$ cat src/rtl/memgame_round_ctrl.sv
// Round sequencer for the memorization game: captures a target, runs the
// display phase, collects the user's hex digits, compares them with the
// target, shows the result and keeps score and lives.
module memgame_round_ctrl #(
    parameter  int DIGITS       = 4,
    parameter  int SHOW_TICKS   = 3,
    parameter  int RESULT_TICKS = 2,
    parameter  int MAX_LIVES    = 3,
    parameter  int SCORE_W      = 8,
    localparam int W            = 4 * DIGITS,
    localparam int CW           = $clog2(DIGITS + 1),
    localparam int LW           = $clog2(MAX_LIVES + 1)
) (
    input  logic               clk,
    input  logic               rst,
    input  logic               tick,
    input  logic               start,
    input  logic [W-1:0]       randInt,
    input  logic [3:0]         digit_in,
    input  logic               digit_valid,
    input  logic               clear,
    input  logic               submit,
    output logic               displayPhase,
    output logic [W-1:0]       target,
    output logic [W-1:0]       userInt,
    output logic [CW-1:0]      digit_cnt,
    output logic               inputReady,
    output logic               result_valid,
    output logic               correct,
    output logic [SCORE_W-1:0] score,
    output logic [LW-1:0]      lives,
    output logic               game_over
);

    localparam int TMAX = (SHOW_TICKS > RESULT_TICKS) ? SHOW_TICKS : RESULT_TICKS;
    localparam int TW   = $clog2(TMAX + 1);

    typedef enum logic [2:0] {
        IDLE   = 3'd0,
        SHOW   = 3'd1,
        ENTER  = 3'd2,
        CHECK  = 3'd3,
        RESULT = 3'd4,
        OVER   = 3'd5
    } state_t;

    state_t             state_q, state_d;
    logic [TW-1:0]      tick_cnt_q, tick_cnt_d;
    logic [W-1:0]       target_q, target_d;
    logic [W-1:0]       user_int_q, user_int_d;
    logic [CW-1:0]      digit_cnt_q, digit_cnt_d;
    logic               correct_q, correct_d;
    logic [SCORE_W-1:0] score_q, score_d;
    logic [LW-1:0]      lives_q, lives_d;
    logic               display_phase_q, display_phase_d;
    logic               input_ready_q, input_ready_d;
    logic               result_valid_q, result_valid_d;
    logic               game_over_q, game_over_d;

    // Next-state, datapath updates and registered phase flags.
    always_comb begin
        state_d     = state_q;
        tick_cnt_d  = tick_cnt_q;
        target_d    = target_q;
        user_int_d  = user_int_q;
        digit_cnt_d = digit_cnt_q;
        correct_d   = correct_q;
        score_d     = score_q;
        lives_d     = lives_q;

        case (state_q)
            IDLE: begin
                if (start) begin
                    state_d     = SHOW;
                    target_d    = randInt;
                    score_d     = '0;
                    lives_d     = LW'(MAX_LIVES);
                    user_int_d  = '0;
                    digit_cnt_d = '0;
                end else begin
                    state_d = IDLE;
                end
            end
            SHOW: begin
                if (tick) begin
                    if (tick_cnt_q == TW'(SHOW_TICKS - 1)) begin
                        state_d = ENTER;
                    end else begin
                        tick_cnt_d = tick_cnt_q + TW'(1);
                    end
                end else begin
                    tick_cnt_d = tick_cnt_q;
                end
            end
            ENTER: begin
                // clear beats everything; an accepted submit drops a same-cycle digit
                if (clear) begin
                    user_int_d  = '0;
                    digit_cnt_d = '0;
                end else if (submit && input_ready_q) begin
                    state_d = CHECK;
                end else if (digit_valid && (digit_cnt_q < CW'(DIGITS))) begin
                    user_int_d  = (user_int_q << 4) | W'(digit_in);
                    digit_cnt_d = digit_cnt_q + CW'(1);
                end else begin
                    state_d = ENTER;
                end
            end
            CHECK: begin
                correct_d = (user_int_q == target_q);
                state_d   = RESULT;
            end
            RESULT: begin
                if (tick && (tick_cnt_q == TW'(RESULT_TICKS - 1))) begin
                    correct_d   = 1'b0;
                    user_int_d  = '0;
                    digit_cnt_d = '0;
                    if (correct_q) begin
                        if (score_q != {SCORE_W{1'b1}}) begin
                            score_d = score_q + SCORE_W'(1);
                        end else begin
                            score_d = score_q;
                        end
                        target_d = randInt;
                        state_d  = SHOW;
                    end else begin
                        // losing the last life ends the game; otherwise replay the same target
                        lives_d = lives_q - LW'(1);
                        if (lives_q == LW'(1)) begin
                            state_d = OVER;
                        end else begin
                            state_d = SHOW;
                        end
                    end
                end else if (tick) begin
                    tick_cnt_d = tick_cnt_q + TW'(1);
                end else begin
                    tick_cnt_d = tick_cnt_q;
                end
            end
            OVER: begin
                if (start) begin
                    state_d = IDLE;
                end else begin
                    state_d = OVER;
                end
            end
            default: begin
                state_d = IDLE;
            end
        endcase

        if (state_d != state_q) begin
            tick_cnt_d = '0;
        end else begin
            tick_cnt_d = tick_cnt_d;
        end

        display_phase_d = (state_d == SHOW);
        result_valid_d  = (state_d == RESULT);
        game_over_d     = (state_d == OVER);
        input_ready_d   = (state_d == ENTER) && (digit_cnt_d == CW'(DIGITS));
    end

    // State and datapath registers with synchronous reset.
    always_ff @(posedge clk) begin
        if (rst) begin
            state_q         <= IDLE;
            tick_cnt_q      <= '0;
            target_q        <= '0;
            user_int_q      <= '0;
            digit_cnt_q     <= '0;
            correct_q       <= 1'b0;
            score_q         <= '0;
            lives_q         <= LW'(MAX_LIVES);
            display_phase_q <= 1'b0;
            input_ready_q   <= 1'b0;
            result_valid_q  <= 1'b0;
            game_over_q     <= 1'b0;
        end else begin
            state_q         <= state_d;
            tick_cnt_q      <= tick_cnt_d;
            target_q        <= target_d;
            user_int_q      <= user_int_d;
            digit_cnt_q     <= digit_cnt_d;
            correct_q       <= correct_d;
            score_q         <= score_d;
            lives_q         <= lives_d;
            display_phase_q <= display_phase_d;
            input_ready_q   <= input_ready_d;
            result_valid_q  <= result_valid_d;
            game_over_q     <= game_over_d;
        end
    end

    assign displayPhase = display_phase_q;
    assign target       = target_q;
    assign userInt      = user_int_q;
    assign digit_cnt    = digit_cnt_q;
    assign inputReady   = input_ready_q;
    assign result_valid = result_valid_q;
    assign correct      = correct_q;
    assign score        = score_q;
    assign lives        = lives_q;
    assign game_over    = game_over_q;

endmodule

$ cat config.mk
export PLATFORM = sky130hd
export DESIGN_NAME = memgame_round_ctrl
export DESIGN_NICKNAME = d
export VERILOG_FILES = /design/src/rtl/memgame_round_ctrl.sv
export SDC_FILE = /design/constraint.sdc
export NUM_CORES = 1
export LEC_CHECK = 0
export BUFFER_PORTS_ARGS = -buffer_cell sky130_fd_sc_hd__buf_2
export CAP_MARGIN = 30
export CORE_MARGIN = 3
export CORE_UTILIZATION = 47
export DETAILED_ROUTE_END_ITERATION = 6
export PLACE_DENSITY = 0.73
export SLEW_MARGIN = 20
export SYNTH_ARGS = -nofsm -noshare
export SYNTH_HDL_FRONTEND = slang
export SYNTH_SLANG_ARGS = --single-unit
$ cat constraint.sdc
create_clock -name clk -period 1.9 [get_ports clk]
set_clock_uncertainty 0.15 [all_clocks]
set_input_delay 0.095 -clock clk [delete_from_list [all_inputs] [get_ports clk]]
set_output_delay 0.095 -clock clk [all_outputs]
set_load 0.02 [all_outputs]
==> flow_metrics.env, run 1 <==
export IMPL_gp_congestion=0.9056
export IMPL_fp_dieW_um=82.37
export IMPL_cts_buffers=5
export IMPL_worstHoldStart="rst"
export IMPL_clock_path_buffers=2
export IMPL_synthArstFlopShare=0
export IMPL_layout_drive_gt1_share=0.3310
export IMPL_syn2layout_area_growth_pct=40.94
export IMPL_clk_pin_slew_ns=0.10
export IMPL_vias_per_cell=5.836
export IMPL_global_route_overflow_total=0
export IMPL_p_seq_frac=0.478
export IMPL_setup_violations=2
export IMPL_cp_arrival_ns=2.08
export IMPL_rows=27
export IMPL_min_to="state_q[0]"
export IMPL_final_common_cell="buf_2"
export IMPL_violations="setup timing"
export IMPL_initial_core_util=0.4918
export IMPL_outcome="finished with violations"
export IMPL_synth_cell_types=50
export IMPL_end_kind="flop"
export IMPL_yosysSeqAreaShare=0.4016
export IMPL_hpwl_um=5442
export IMPL_mostFrequentLayoutCells="76 x buf_2, 49 x dfxtp_1, 46 x a21oi_1, 36 x nand2_1, 31 x buf_4"
export IMPL_ir_drop_mv=0.5147
export IMPL_p_clk_frac=0.377
export IMPL_netlist_area_sq_um=2741
export IMPL_crit_chain="mux2i_1, a2111o_1, or4_4, a21oi_1"
export IMPL_slew_violations=0
export IMPL_power_total_mw=2.535
export IMPL_cts_tree="built"
export IMPL_finalWirelength_um=8528
export IMPL_grt_usage=0.2536
export IMPL_grt_antenna_before_repair=0
export IMPL_worstSetupPathType="flop to flop"
export IMPL_ff2ff_setup_slack_ns=-0.08
export IMPL_critPathSlowestCell="a2111o_1"
export IMPL_core_area_sq_um=5574
export IMPL_final_hold_viol_count=0
export IMPL_multi_input_area_sq_um=1623
export IMPL_dpl_cell_count=475
export IMPL_r2r_end="score[0]"
export IMPL_clock_fmax_ghz=0.5055
export IMPL_vias=2959
export IMPL_rr_worst_depth=4
export IMPL_intPower_mw=1.875
export IMPL_powerDensity_nw_per_um2=656.1
export IMPL_insertion_delay_ns=0.32
export IMPL_cp_start_kind="flop"
export IMPL_drc=0
export IMPL_synth_cells=320
export IMPL_worst_slack_ns=-0.07837
export IMPL_worst_pin_slew_ns=0.5349
export IMPL_drv_cap=0
export IMPL_max_stage_delay_ns=0.52
export IMPL_crit_fanout=6
export IMPL_seq_area_sq_um=1109
export IMPL_crit_required_ns=2.00
export IMPL_yosys_warnings=0
export IMPL_htreeDepth=2
export IMPL_wl_per_cell_um=16.82
export IMPL_synthesis_nets=352
export IMPL_hold_path_class="primary input to flop"
export IMPL_num_antenna_cells=0
export IMPL_first_pass_iters=5
export IMPL_grt_pass1_vias=2792
export IMPL_ios=77
export IMPL_finalSetupTns_ns=-0.08424
export IMPL_ant_nets=0
export IMPL_final_nets=466
export IMPL_die_h_um=82.37
export IMPL_cts_root_buf="clkbuf_8"
export IMPL_die_area_sq_um=6785
export IMPL_grt_setup_unrepaired="true"
export IMPL_grt_max_degree=28
export IMPL_sw_frac_of_total=0.2603
export IMPL_avgSynthCellArea_sq_um=8.567
export IMPL_synth_flop_cell="dfxtp_1"
export IMPL_period_share=1.041
export IMPL_p_leak_nw=1.664
export IMPL_cts_num_sinks=55
export IMPL_final_cells=507
export IMPL_synth_seq_cells=55
export IMPL_whs_path_depth=2
export IMPL_power_switching_mw=0.6598
export IMPL_drtIter0Drc=158
export IMPL_combPwrFrac=0.145
export IMPL_fillCellCount=450
export IMPL_reg2reg_from="state_q[2]"
export IMPL_io_buffers=76
export IMPL_grt_pass1_wl_um=13100
export IMPL_min_period_ns=1.978
export IMPL_synth_edf_count=0
export IMPL_timing_slew_headroom=0.6434
[routing by layer]
metal  part of all wire  track usage  wire [um]
met5                  0            0          0
met4              0.035       0.1196        296
met3              0.063      0.05965        536
met2               0.50       0.4359       4272
met1               0.40       0.2954       3422
[critical path, delay by kind of cell, from the launching register on]
kind / cells / cell delay [ns]
flip-flops: 1 / 0.35
multiplexers: 1 / 0.18
AND/OR/NAND/NOR: 1 / 0.52
AO/OA/AOI/OAI: 2 / 0.70
[power by group through the flow]
stage,Clock [mW],Combinational [mW],Sequential [mW]
6_report,0.957,0.367,1.21
3_3_place_gp,0,0.298,1.23
3_5_place_dp,0,0.303,1.23
2_1_floorplan,0,0.155,1.26
4_1_cts,0.958,0.344,1.21
5_1_grt,1.00,0.396,1.21
[repair_timing]
item	in CTS	in global routing
endpoints found under the hold margin	20	0
pin swaps	8	3
setup buffers	2	1
hold buffers	20	0
setup endpoints to repair	14	36
resized for setup	9	20
cloned	1	0
[registers in the layout, summed over array words and instances (netlist names)]
register and count:
tick_cnt_q 2, userInt 16, state_q 3, digit_cnt 3
displayPhase 1, score 8, result_valid 1, correct 1
game_over 1, inputReady 1, lives 2, target 16
[per-stage QoR]
stage	worst slack (ns)	util	hold WS, ns	area (sq um)
2_1_floorplan	-0.02172	-	0.01974	2759
3_3_place_gp	-0.09113	0.6056	0.1857	3376
3_5_place_dp	-0.1725	0.6056	0.1918	3376
4_1_cts	-0.07017	0.6759	0.07281	3767
5_1_grt	-0.1008	0.6932	0.1055	3864
6_report	-0.07837	0.6932	0.08508	3864
[logic make-up (layout without fill, tap and decap cells)]
group	after synthesis	after routing	share of synthesized area
buffers and inverters	32	146	0.04838
AOI/OAI and AO/OA	111	112	0.2647
muxes	3	3	0.01095
xor gates and xnor gates	17	17	0.05431
DFF	55	55	0.4016
adders and majority gates	5	5	0.02282
and+or+nand+nor	97	97	0.1972
[how the worst max path moves through the flow]
| stage | endpoint | slack [ns] | from | cells past startpoint |
|---|---|---|---|---|
| 2_1_floorplan | inputReady | -0.02 | tick_cnt_q[0] | 6 |
| 3_3_place_gp | result_valid | -0.09 | tick_cnt_q[0] | 8 |
| 3_5_place_dp | displayPhase | -0.17 | tick_cnt_q[0] | 8 |
| 4_1_cts | score[0] | -0.07 | tick_cnt_q[1] | 6 |
| 5_1_grt | score[0] | -0.10 | tick_cnt_q[1] | 6 |
| 6_report | score[0] | -0.08 | state_q[2] | 4 |
[area by class of cell]
type                    instances  area share
repair buffers                131      0.2267
well taps                      72     0.02332
flip-flops and latches         55      0.2869
clock buffers                   5     0.01781
multi-input cells             234      0.4200
inverters                       7    0.006801
clock inverters                 3     0.01846
[cells in the mapped netlist (all sizes together), types with 2 or more instances]
library cell  number  area (sq um)
a2111oi            2         23.77
a21oi             47         235.2
a31oi              3         18.77
and2               2         12.51
and3               3         18.77
and4               3         26.28
buf                6         35.03
clkbuf            19         71.32
dfxtp             55          1101
ha                 5         62.56
inv                7         26.28
mux2i              3         30.03
nand2             37         138.9
nand2b             3         18.77
nand3              9         45.04
nand4b             3         26.28
nor2               3         11.26
nor2b              6         37.54
nor3               2         15.01
nor3b              5         37.54
nor4               5         31.28
nor4b              2         17.52
o2111ai           16         140.1
o211ai            18         135.1
o21a               2         15.01
o21ai              8         40.04
o21bai             3         22.52
o31ai              4         30.03
or2                2         12.52
or4                7         52.55
xnor2              4         35.03
xor2              13         113.9
(Power assumes the default switching activity.)
==> inputs of run 2 (changes only) <==
- ABC_AREA: default -> 1
==> run 2 against run 1 <==
Flip-flop and latch count unchanged. Die area up 1.1%. The flow now finishes without violations. First-iteration DRC count up 65%. Hold slack worse by 0.056 ns. Critical path depth up 5. Cell area down 8.6%. Clock-buffer cell count unchanged.
==> flow_metrics.env, run 2 <==
export IMPL_cp_arrival_ns=1.80
export IMPL_vias_per_cell=4.882
export IMPL_cp_num_buf_inv=2
export IMPL_r2r_end="lives[0]"
export IMPL_drv_cap=0
export IMPL_wl_per_cell_um=12.29
export IMPL_crit_required_ns=1.98
export IMPL_final_common_cell="buf_2"
export IMPL_worstHoldStart="tick"
export IMPL_grt_pass1_wl_um=11890
export IMPL_grt_max_degree=24
export IMPL_worst_pin_slew_ns=0.3207
export IMPL_grt_setup_unrepaired="false"
export IMPL_outcome="completed"
export IMPL_synth_cells=395
export IMPL_grt_pass1_vias=2581
export IMPL_finalWirelength_um=6956
export IMPL_global_route_overflow_total=0
export IMPL_drtIter0Drc=260
export IMPL_netlist_area_sq_um=2775
export IMPL_clock_path_buffers=2
export IMPL_synth_cell_types=32
export IMPL_setup_violations=0
export IMPL_ant_nets=0
export IMPL_ir_drop_mv=0.4624
export IMPL_crit_family="compound AO/OA/AOI/OAI gates"
export IMPL_ff2ff_setup_slack_ns=0.18
export IMPL_period_share=0.9045
export IMPL_synth_seq_cells=55
export IMPL_layout_drive_gt1_share=0.2186
export IMPL_die_area_sq_um=6862
export IMPL_cts_root_buf="clkbuf_8"
export IMPL_gp_congestion=0.8496
export IMPL_rows=27
export IMPL_min_to="tick_cnt_q[1]"
export IMPL_avgSynthCellArea_sq_um=7.026
export IMPL_synth_top_cell_area_share=0.3968
export IMPL_yosys_warnings=0
export IMPL_synth_edf_count=0
export IMPL_syn2layout_area_growth_pct=27.23
export IMPL_crit_fanout=4
export IMPL_yosys_area_top_type="dfxtp_1"
export IMPL_clk_pin_slew_ns=0.09
export IMPL_reg2reg_from="tick_cnt_q[0]"
export IMPL_final_cells=566
export IMPL_synth_flop_cell="dfxtp_1"
export IMPL_final_hold_viol_count=0
export IMPL_dpl_cell_count=535
export IMPL_critPathSlowestCell="dfxtp_1"
export IMPL_timing_slew_headroom=0.7862
export IMPL_yosysSeqAreaShare=0.3968
export IMPL_final_nets=525
export IMPL_min_period_ns=1.718
export IMPL_fillCellCount=548
export IMPL_hold_path_class="primary input to flop"
export IMPL_worstSetupPathType="flop to flop"
export IMPL_grt_antenna_before_repair=0
export IMPL_end_kind="flop"
export IMPL_cts_buffers=5
export IMPL_clock_fmax_ghz=0.5819
export IMPL_vias=2763
export IMPL_synthesis_nets=427
export IMPL_p_leak_nw=1.729
export IMPL_crit_chain="ha_1, nand2_1, inv_1, nand3_2, nand2_1, inv_2, a21oi_1, o21ai_0, o211ai_1"
export IMPL_core_area_sq_um=5608
export IMPL_synthArstFlopShare=0
export IMPL_cts_tree="built"
export IMPL_drc=0
export IMPL_max_stage_delay_ns=0.37
export IMPL_fp_dieW_um=82.84
export IMPL_first_pass_iters=4
export IMPL_synth_commonest_cells="75 x nand2_1, 66 x nor2_1, 55 x dfxtp_1"
export IMPL_hpwl_um=5183
export IMPL_mostFrequentLayoutCells="76 x buf_2, 75 x nand2_1, 66 x nor2_1, 54 x dfxtp_1, 41 x inv_1"
export IMPL_initial_core_util=0.4949
export IMPL_powerDensity_nw_per_um2=689.5
export IMPL_whs_path_depth=5
export IMPL_yosys_top_cells_area="dfxtp_1 40%, nand2_1 10%, nor2_1 8.9%"
export IMPL_htreeDepth=2
export IMPL_grt_usage=0.2033
export IMPL_rr_worst_depth=9
export IMPL_io_buffers=76
export IMPL_synth_most_common_cell="nand2_1"
export IMPL_ios=77
export IMPL_cts_num_sinks=55
export IMPL_cp_start_kind="flop"
export IMPL_insertion_delay_ns=0.32
export IMPL_finalSetupTns_ns=0
export IMPL_num_antenna_cells=0
export IMPL_die_h_um=82.84
export IMPL_slew_violations=0
export IMPL_cp_common_cell="nand2_1"
## run 2: worst min-delay path, delay by kind of cell
kind	cells	cell delay, ns
buf+inv	2	0.17
simple gates	3	0.19
## run 2: stage by stage
step | util | instance area (sq um) | setup slack, ns | hold WS (ns) | total power [mW]
final | 0.6296 | 3531 | 0.1815 | 0.02889 | 2.435
after global routing | 0.6296 | 3531 | 0.01378 | 0.02949 | 2.566
after CTS | 0.6263 | 3512 | 0.1290 | 0.01420 | 2.458
after detailed placement | 0.5721 | 3208 | 0.1437 | 0.1810 | 1.762
after global placement | 0.5721 | 3208 | 0.1721 | 0.1881 | 1.751
after floorplan | - | 2775 | 0.2026 | 0.08266 | 1.608
## run 2: logic make-up (layout without fill, tap and decap cells)
| logic type | after synthesis | count (layout) | synth area share |
|---|---|---|---|
| compound gates | 81 | 81 | 0.1488 |
| fa+ha+maj | 5 | 5 | 0.02254 |
| flops | 55 | 55 | 0.3968 |
| simple gates | 186 | 186 | 0.3070 |
| xor+xnor | 10 | 10 | 0.03156 |
| buf+inv | 58 | 157 | 0.09332 |
## run 2: timing repair
action | 4_1_cts | 5_1_grt
buffers inserted | 0 | 2
endpoints found under the setup margin | 0 | 22
endpoints found under the hold margin | 29 | 0
hold buffers | 21 | 0
resized for setup | 0 | 2
## run 2: worst max path at each step
stage	cells past startpoint	start	end	slack, ns
after floorplan	9	score[1]	score[5]	0.20
after global placement	7	state_q[2]	target[0]	0.17
after detailed placement	7	state_q[2]	target[2]	0.14
after CTS	8	state_q[2]	userInt[4]	0.13
after global routing	11	tick_cnt_q[1]	score[1]	0.01
final	9	tick_cnt_q[0]	lives[0]	0.18
## run 2: power by group
| group | total (mW) | switching, mW | internal, mW | leakage (nW) |
|---|---|---|---|---|
| Sequential | 1.28 | 0.0609 | 1.22 | 0.451 |
| Clock | 0.665 | 0.401 | 0.264 | 0.0443 |
| Combinational | 0.493 | 0.302 | 0.191 | 1.23 |
## run 2: cell type report
type / count / area, sq um / share of cell area
Sequential cell: 55 / 1102 / 0.3122
Clock inverter: 3 / 25.02 / 0.007087
Timing Repair Buffer: 102 / 640.6 / 0.1814
Multi-Input combinational cell: 282 / 1415 / 0.4008
Inverter: 47 / 188.9 / 0.05351
Tap cell: 72 / 90.09 / 0.02551
Clock buffer: 5 / 68.82 / 0.01949
## run 2: layer usage
layer,GRT usage,share of wire,vias up
met5,0,0,-
met4,0.06241,0.012,0
met3,0.03671,0.048,7
met2,0.3404,0.48,72
met1,0.2661,0.46,1225
li1,-,-,1459
==> inputs of run 3 (changes only) <==
- clock period: 1.9 -> 1.5 ns (I/O delays scaled with it)
==> run 3 against run 2 <==
The run now ends with setup timing left. Core utilization is 11 points higher. Sequential power up 26%. First-iteration DRC count fell by 19%. Register-to-register slack got worse by 0.31 ns. Clock-buffer cell count grew 1. Critical path type unchanged. Critical endpoint is now score[6]. Largest power group unchanged. Highest routed layer unchanged.
==> flow_metrics.env, run 3 (same netlist as run 2, synthesis figures left out) <==
export IMPL_crit_fanout=8
export IMPL_grt_usage=0.2282
export IMPL_insertion_delay_ns=0.31
export IMPL_worstSetupPathType="flop to flop"
export IMPL_wl_met3_um=532
export IMPL_fp_dieW_um=82.84
export IMPL_outcome="finished with violations"
export IMPL_final_nets=565
export IMPL_min_period_ns=1.625
export IMPL_final_cells=606
export IMPL_drv_cap=0
export IMPL_fillCellCount=399
export IMPL_ant_nets=0
export IMPL_num_antenna_cells=0
export IMPL_die_h_um=82.84
export IMPL_clock_path_buffers=2
export IMPL_ios=77
export IMPL_wl_met1_um=3398
export IMPL_worst_pin_slew_ns=0.5123
export IMPL_clk_pin_slew_ns=0.09
export IMPL_period_share=1.083
export IMPL_cts_tree="built"
export IMPL_ir_drop_mv=0.6127
export IMPL_crit_required_ns=1.56
export IMPL_seq_area_sq_um=1126
export IMPL_mostFrequentLayoutCells="76 x buf_2, 67 x nand2_1, 63 x nor2_1, 45 x dfxtp_1, 37 x buf_4"
export IMPL_final_area_sq_um=4170
export IMPL_cts_buffers=5
export IMPL_htreeDepth=2
export IMPL_drtIter0Drc=211
export IMPL_final_hold_viol_count=0
export IMPL_global_route_overflow_total=0
export IMPL_setup_violations=49
export IMPL_violations="setup timing"
export IMPL_first_pass_iters=4
export IMPL_hold_path_class="primary input to flop"
export IMPL_worst_slack_ns=-0.1247
export IMPL_core_area_sq_um=5608
export IMPL_multi_input_area_sq_um=1618
export IMPL_dpl_cell_count=565
export IMPL_cts_num_sinks=55
export IMPL_max_stage_delay_ns=0.37
export IMPL_clock_fmax_ghz=0.6155
export IMPL_crit_chain="nor2_4, buf_6, nand3_4, nand2_4, nand2_8, nor2_8, inv_6, a21oi_2, nor2_1"
export IMPL_initial_core_util=0.4949
export IMPL_routed_top_layer="met4"
export IMPL_cp_start_kind="flop"
export IMPL_drc=0
export IMPL_critPathSlowestCell="dfxtp_4"
export IMPL_die_area_sq_um=6862
export IMPL_finalSetupTns_ns=-3.773
export IMPL_grt_pass1_wl_um=13250
export IMPL_io_buffers=76
export IMPL_timing_slew_headroom=0.6581
export IMPL_crit_family="simple AND/OR/NAND/NOR gates"
export IMPL_finalWirelength_um=8293
export IMPL_end_kind="flop"
export IMPL_met2_length_um=4177
export IMPL_cp_num_buf_inv=2
export IMPL_gp_congestion=0.8769
export IMPL_grt_antenna_before_repair=0
export IMPL_hpwl_um=5464
export IMPL_cts_root_buf="clkbuf_8"
export IMPL_place_area_sq_um=3470
export IMPL_wl_per_cell_um=13.68
export IMPL_cp_arrival_ns=1.68
export IMPL_vias_per_cell=5.099
export IMPL_slew_violations=0
export IMPL_powerDensity_nw_per_um2=840.4
export IMPL_p_leak_nw=1.991
export IMPL_vias=3090
export IMPL_grt_max_degree=18
export IMPL_syn2layout_area_growth_pct=50.27
export IMPL_grt_setup_unrepaired="true"
export IMPL_grt_pass1_vias=2984
export IMPL_rows=27
export IMPL_layout_drive_gt1_share=0.3745
export IMPL_final_common_cell="buf_2"
## run 3: path summary, 6_finish.rpt
| path | end | cells after the start | startpoint | slack [ns] |
|---|---|---|---|---|
| hold / removal | tick_cnt_q[1] | 5 | tick | 0.0008 |
| setup reg to reg | score[6] | 9 | state_q[1] | -0.12 |
| hold reg to reg | score[4] | 2 | score[4] | 0.34 |
| setup / recovery | score[6] | 9 | state_q[1] | -0.12 |
## run 3: what timing repair did
action                     4_1_cts  5_1_grt
setup endpoints to repair       48       53
gates resized for setup         53       27
gates cloned                     2        0
hold endpoints to repair        29        0
buffers inserted                 7        4
hold buffers                    21        0
pin swaps                       13        7
## run 3: worst min-delay path, stage by stage
cell and delay, ns:
buf_2 0.13, nand4_1 0.09, nand2_1 0.05, inv_1 0.04, nor3_1 0.04
## run 3: area by class of cell
| cell class | instances | area share |
|---|---|---|
| Clock buffer | 6 | 0.02250 |
| Clock inverter | 2 | 0.009001 |
| Inverter | 47 | 0.04710 |
| Multi-Input combinational cell | 282 | 0.3879 |
| Sequential cell | 55 | 0.2700 |
| Tap cell | 72 | 0.02160 |
| Timing Repair Buffer | 142 | 0.2418 |
## run 3: metrics by stage
| stage | hold slack (ns) | power (mW) | setup WS (ns) | utilization |
|---|---|---|---|---|
| 2_1_floorplan | 0.06266 | 2.038 | -0.005051 | - |
| 3_3_place_gp | 0.1593 | 2.256 | -0.08471 | 0.6187 |
| 3_5_place_dp | 0.1646 | 2.269 | -0.1238 | 0.6187 |
| 4_1_cts | 0.001711 | 3.474 | -0.07882 | 0.7240 |
| 5_1_grt | 0.03547 | 3.663 | -0.2414 | 0.7436 |
| 6_report | 0.0007681 | 3.505 | -0.1247 | 0.7436 |
## run 3: report_power, final
part	leakage, nW	total, mW	internal (mW)	switching, mW
combinational	1.47	0.804	0.340	0.463
clock	0.0626	1.09	0.599	0.491
sequential	0.457	1.61	1.53	0.0774
## run 3: metal layers
metal	vias up	GRT usage
met2	122	0.3994
met1	1398	0.2750
met5	-	0
met3	19	0.04266
li1	1551	-
met4	0	0.08915
